**config.mk**
```make
export PLATFORM = sky130hd
export DESIGN_NAME = wb_arb2
export DESIGN_NICKNAME = d
export VERILOG_FILES = /design/src/rtl/wb_arb2.sv
export SDC_FILE = /design/constraint.sdc
export NUM_CORES = 1
export LEC_CHECK = 0
export BUFFER_PORTS_ARGS = -buffer_cell sky130_fd_sc_hd__buf_2
export CORE_AREA = 4 4 71 73
export CTS_CLUSTER_DIAMETER = 200
export CTS_CLUSTER_SIZE = 30
export DETAILED_ROUTE_END_ITERATION = 8
export DIE_AREA = 0 0 75 77
export GPL_TIMING_DRIVEN = 0
export PLACE_DENSITY = 0.74
export SYNTH_ARGS = -nofsm -noshare
export SYNTH_HDL_FRONTEND = slang
export SYNTH_SLANG_ARGS = --single-unit
```
**constraint.sdc**
```tcl
create_clock -name vm_clk_p -period 2 [get_ports vm_clk_p]
set_clock_uncertainty 0.2 [all_clocks]
set_input_delay 0.3 -clock vm_clk_p [delete_from_list [all_inputs] [get_ports vm_clk_p]]
set_output_delay 0.3 -clock vm_clk_p [all_outputs]
set_load 0.05 [all_outputs]
```
**src/rtl/wb_arb2.sv**
```systemverilog
// Two-master Wishbone arbiter for the shared 16-bit LSI-11 master bus.
// Master 0 is the CPU core, master 1 a DMA peripheral limited by a preemptable burst count.
module wb_arb2 #(
  parameter int ARB_RR    = 0,
  parameter int ARB_BURST = 8
) (
  input  logic        vm_clk_p,
  input  logic        vm_dclo,
  input  logic        m0_cyc_i,
  input  logic        m0_stb_i,
  input  logic        m0_we_i,
  input  logic [1:0]  m0_sel_i,
  input  logic [15:0] m0_adr_i,
  input  logic [15:0] m0_dat_i,
  output logic        m0_gnt_o,
  output logic        m0_ack_o,
  input  logic        m1_cyc_i,
  input  logic        m1_stb_i,
  input  logic        m1_we_i,
  input  logic [1:0]  m1_sel_i,
  input  logic [15:0] m1_adr_i,
  input  logic [15:0] m1_dat_i,
  output logic        m1_gnt_o,
  output logic        m1_ack_o,
  output logic [15:0] m_dat_o,
  output logic        s_cyc_o,
  output logic        s_stb_o,
  output logic        s_we_o,
  output logic [1:0]  s_sel_o,
  output logic [15:0] s_adr_o,
  output logic [15:0] s_dat_o,
  input  logic [15:0] s_dat_i,
  input  logic        s_ack_i
);

  typedef enum logic [1:0] {
    ST_IDLE = 2'd0,
    ST_G0   = 2'd1,
    ST_G1   = 2'd2
  } state_t;

  localparam logic       RR_EN      = (ARB_RR != 0);
  localparam logic       PREEMPT_EN = (ARB_BURST != 0);
  localparam logic [7:0] BURST_LAST = 8'(ARB_BURST - 1);

  state_t     r_state;
  state_t     w_state_nx;
  logic       r_last;
  logic       w_last_nx;
  logic [7:0] r_bcnt;
  logic [7:0] w_bcnt_nx;

  // State, last-served master and master-1 ack count
  always_ff @(posedge vm_clk_p or posedge vm_dclo) begin
    if (vm_dclo) begin
      r_state <= ST_IDLE;
      r_last  <= 1'b1;
      r_bcnt  <= 8'd0;
    end else begin
      r_state <= w_state_nx;
      r_last  <= w_last_nx;
      r_bcnt  <= w_bcnt_nx;
    end
  end

  // Arbitration decision, burst counting and preemption
  always_comb begin
    w_state_nx = r_state;
    w_last_nx  = r_last;
    w_bcnt_nx  = r_bcnt;
    case (r_state)
      ST_IDLE: begin
        if (m0_cyc_i && (!m1_cyc_i || !RR_EN || r_last)) begin
          w_state_nx = ST_G0;
        end else if (m1_cyc_i) begin
          w_state_nx = ST_G1;
        end else begin
          w_state_nx = ST_IDLE;
        end
      end
      ST_G0: begin
        if (!m0_cyc_i) begin
          w_state_nx = m1_cyc_i ? ST_G1 : ST_IDLE;
        end else begin
          w_state_nx = ST_G0;
        end
      end
      ST_G1: begin
        if (s_ack_i && (r_bcnt != 8'hFF)) begin
          w_bcnt_nx = r_bcnt + 8'd1;
        end else begin
          w_bcnt_nx = r_bcnt;
        end
        if (!m1_cyc_i) begin
          w_state_nx = m0_cyc_i ? ST_G0 : ST_IDLE;
        end else if (PREEMPT_EN && s_ack_i && (r_bcnt == BURST_LAST) && m0_cyc_i) begin
          w_state_nx = ST_G0;
        end else begin
          w_state_nx = ST_G1;
        end
      end
      default: begin
        w_state_nx = ST_IDLE;
      end
    endcase
    // A fresh grant records the winner; a fresh master-1 grant restarts its burst
    if ((w_state_nx == ST_G0) && (r_state != ST_G0)) begin
      w_last_nx = 1'b0;
    end else if ((w_state_nx == ST_G1) && (r_state != ST_G1)) begin
      w_last_nx = 1'b1;
      w_bcnt_nx = 8'd0;
    end else begin
      w_last_nx = w_last_nx;
    end
  end

  assign m0_gnt_o = (r_state == ST_G0);
  assign m1_gnt_o = (r_state == ST_G1);
  assign m_dat_o  = s_dat_i;

  // Slave bus mux and ack routing from the current grant
  always_comb begin
    s_cyc_o  = 1'b0;
    s_stb_o  = 1'b0;
    s_we_o   = 1'b0;
    s_sel_o  = 2'b11;
    s_adr_o  = 16'h0000;
    s_dat_o  = 16'h0000;
    m0_ack_o = 1'b0;
    m1_ack_o = 1'b0;
    case (r_state)
      ST_G0: begin
        s_cyc_o  = m0_cyc_i;
        s_stb_o  = m0_stb_i & m0_gnt_o;
        s_we_o   = m0_we_i;
        s_sel_o  = m0_sel_i;
        s_adr_o  = m0_adr_i;
        s_dat_o  = m0_dat_i;
        m0_ack_o = s_ack_i;
      end
      ST_G1: begin
        s_cyc_o  = m1_cyc_i;
        s_stb_o  = m1_stb_i & m1_gnt_o;
        s_we_o   = m1_we_i;
        s_sel_o  = m1_sel_i;
        s_adr_o  = m1_adr_i;
        s_dat_o  = m1_dat_i;
        m1_ack_o = s_ack_i;
      end
      default: begin
        s_cyc_o = 1'b0;
      end
    endcase
  end

endmodule
```
==> metrics list <==
- Outcome: finished with violations
- The final reports fail on negative setup slack.
- Cell type group with the largest total delay on the critical path: buffers and inverters
- After detailed routing, the number of vias per cell comes to 5.381.
- Number of cell rows: 24
- Number of failing setup endpoints in the final timing report: 41
* Internal power component: 0.001183 W
- Area of the die: 5775 um^2
- Critical path data arrival time: 1670 ps
- The tree is rooted in a sky130_fd_sc_hd__clkbuf_8.
- Initial core utilization: 0.2943
- For the pin with the worst max-slew slack, the measured transition is 417.3 ps.
* WS Path Type: flop to output pin
- Register share of total power: 0.114
- Min Hold Slack: 210.8 ps
* Antenna violations before repair: 0
- The share of the Yosys chip area taken by registers is 0.1953.
* Clock tree from TritonCTS: yes
- Maximum level of the CTS H-tree: 1
* TritonCTS buffer count: 3
- The total overflow left after global routing is 0.
* Worst setup slack before clock tree synthesis: -262.5 ps
- The routed layout has 2018 vias.
* Pre-antenna DRT Iters: 4
- The worst hold path belongs to the class input port to flop.
- In this run the horizontal extent of the chip is 75 um.
* Largest net degree at the start of global routing: 11
- Period Utilization, post-route: 1.087
- In this run, synthesis inferred 0 flip-flops with an integrated enable.
- Hold Path Sink: r_state[1]
* Global-route wire length before repair: 10260 um
- In the routed design, unresolved DRC markers number 0.
- Synth unique cells: 31
* Area inside the core boundary: 4354 um^2
- Netlist Area Pre-Place: 1281 um^2
- Max Cap Violations: 0
- Based on the critical path, the design can be clocked at up to 460.0 MHz.
- Of the cells placed in the final design, the portion with a size suffix greater than 1 is 0.8607.
* # placed instances: 352
* WL per Instance: 20.46 um
- Synthesis inferred 10 register bits.
- The final hold violation count is 0.
* Final setup slack of the worst path: -173.7 ps
- Clock sink count: 10
* RSZ-0062 raised after global routing: yes
* LEAKAGE: 1.559 nW
- Number of global-route vias before repair: 2195
- Nets: 423
* Mean area per synthesized cell: 7.672 um^2
* I/O pin cnt: 150
- Max Slew Vio Count: 0
* WP data required: 1500 ps
- Tot GR Track Use: 0.2260
- STA classifies the critical path startpoint as a flop.
- After routing, the total negative slack on setup checks comes to -5377 ps.
- The number of nets handed over by synthesis was 265.
* CP endpoint kind: output pin
- Total routed wirelength: 7673 um
- Compared with the post-synthesis result, the final layout area differs by 164.1%.
* Gpl congestion: 0.7936
- For this design the total switching power over the nets is 0.0009882 W.
- The largest individual stage delay along the critical path comes from the cell sky130_fd_sc_hd__dfrtp_1.
* R2R depth: 8
- After synthesis, the share of flip-flops with an asynchronous set or reset is 1.000.
* Number of buffers added on ports: 133
- Clock latency on the worst-skew pair: 220 ps
- In the synthesized netlist, the number of instances is 167.
- Detailed placement HPWL: 4383 um
- Initial detailed-routing violation count: 98
- Counting along the longest clock path gives a buffer depth of 2.
- The worst-case IR drop observed on VDD is 0.4817 mV.
- Most numerous cell on the critical path: sky130_fd_sc_hd__buf_6
* Hold depth: 3
- Relative contribution of the clock network to total power: 0.091
- The worst register-to-register path ends at r_bcnt[5].
* Dominant synthesized flop cell: sky130_fd_sc_hd__dfrtp_1
- Ordered list of cells on the worst path: buf_6 > ha_4 > clkbuf_16 > buf_12 > a22oi_2 > nor2b_4 > buf_6
- Max transition margin: 0.7215
* Clock transition at the registers of the reported paths: 40 ps
- Dividing total power by cell area gives a power density of 641.9 nW/um^2.
- Most common cell after layout, fill and taps aside: sky130_fd_sc_hd__buf_2
* Fin crit period: 2174 ps
- Total of warnings raised by yosys: 0
* Height of the die: 77 um
- Combinational share of power: 0.795
- Number of antenna repair diodes: 0
* Sum of buffers and inverters on the critical path: 4
- In this run the remaining antenna-violating nets after routing total 0.
* Power, Total: 0.002172 W
- In this run the critical register-to-register path is launched from r_state[0].
- Worst reg-to-reg setup slack: -140 ps
* Switching power as a share of total power: 0.4551
- The largest single stage delay on the critical path is 410 ps.
- The startpoint identified for the worst hold timing path is m1_cyc_i.
- In this run the worst path has a maximum fanout of 9.
- Non-filler cells, final: 375
- The top cell types in the final layout, fill and taps aside, are 94 x sky130_fd_sc_hd__buf_2, 37 x sky130_fd_sc_hd__a22oi_2, 35 x sky130_fd_sc_hd__nor2b_4.
## through the flow
stage	area, um^2	util
finish	3383	0.7770
global route	3383	0.7770
CTS	3191	0.7328
detailed placement	2357	0.5414
global placement	2357	0.5414
floorplan	1627	-
## cell usage after synthesis, drive strengths merged (2+ instances only)
cell / number / area (um^2)
dfrtp: 10 / 250.2
or4: 5 / 37.54
a21oi: 3 / 15.01
o31ai: 2 / 15.01
a22oi: 37 / 277.8
xnor2: 3 / 26.28
nor2b: 35 / 219.0
nand2: 6 / 22.52
buf: 18 / 127.6
nor2: 8 / 30.03
clkbuf: 10 / 37.54
ha: 5 / 62.56
nand3: 2 / 10.01
inv: 7 / 26.28
## power by group through the flow
stage	combinational (W)	clock (W)	sequential [W]
finish	0.00173	0.000197	0.000248
global route	0.00179	0.000214	0.000253
CTS	0.00160	0.000209	0.000247
detailed placement	0.00118	0	0.000253
global placement	0.00117	0	0.000251
floorplan	0.000940	0	0.000249
## cell families after synthesis
| group | count (synthesis) | synth area share |
|---|---|---|
| AOI/OAI and AO/OA | 48 | 0.2783 |
| xor gates and xnor gates | 4 | 0.02735 |
| adders and majority gates | 5 | 0.04883 |
| buffers and inverters | 35 | 0.1494 |
| DFF | 10 | 0.1953 |
| muxes | 1 | 0.007813 |
| and+or+nand+nor | 64 | 0.2930 |
## layer usage
| metal | global-route usage | vias to the layer above | routed length (um) |
|---|---|---|---|
| met5 | 0 | - | 0 |
| met4 | 0.09253 | 0 | 357 |
| met3 | 0.03791 | 38 | 675 |
| met2 | 0.4660 | 118 | 4355 |
| met1 | 0.1989 | 956 | 2285 |
| li1 | - | 906 | - |
## layout make-up
type | count | area, um^2
Inverter | 7 | 31.28
Multi-Input combinational cell | 122 | 1436
Buffer | 26 | 330.3
Sequential cell | 10 | 250.2
Tap cell | 52 | 65.06
Clock buffer | 3 | 41.29
Timing Repair Buffer | 155 | 1229
Fill cell | 238 | 970.9
## flip-flops by register name (all words and copies together), names as in the netlist
register	flops
r_state	2
r_bcnt	8
## timing repair
item,4_1_cts,5_1_grt
hold endpoints to repair,10,0
hold buffers,1,0
gates resized for setup,154,36
gates cloned,3,1
buffers inserted,12,5
pin swaps,30,13
setup endpoints to repair,45,48
## worst max-delay path by stage
stage	start	end	slack [ps]	cells past startpoint
finish	r_state[0]	s_adr_o[13]	-170	7
global route	r_state[0]	s_adr_o[4]	-230	7
CTS	r_state[0]	s_dat_o[14]	-190	7
detailed placement	r_state[0]	s_cyc_o	-260	5
global placement	r_state[0]	s_adr_o[2]	-230	5
floorplan	r_state[0]	s_adr_o[12]	-4	6
## worst register-to-register path, delay by kind of cell (launching register included)
kind	cells	cell delay, ps
and+or+nand+nor	3	650
DFF	1	410
buffers and inverters	3	360
adders and majority gates	1	230
AOI/OAI and AO/OA	1	220
No activity file was read; power rests on OpenSTA's default activity.
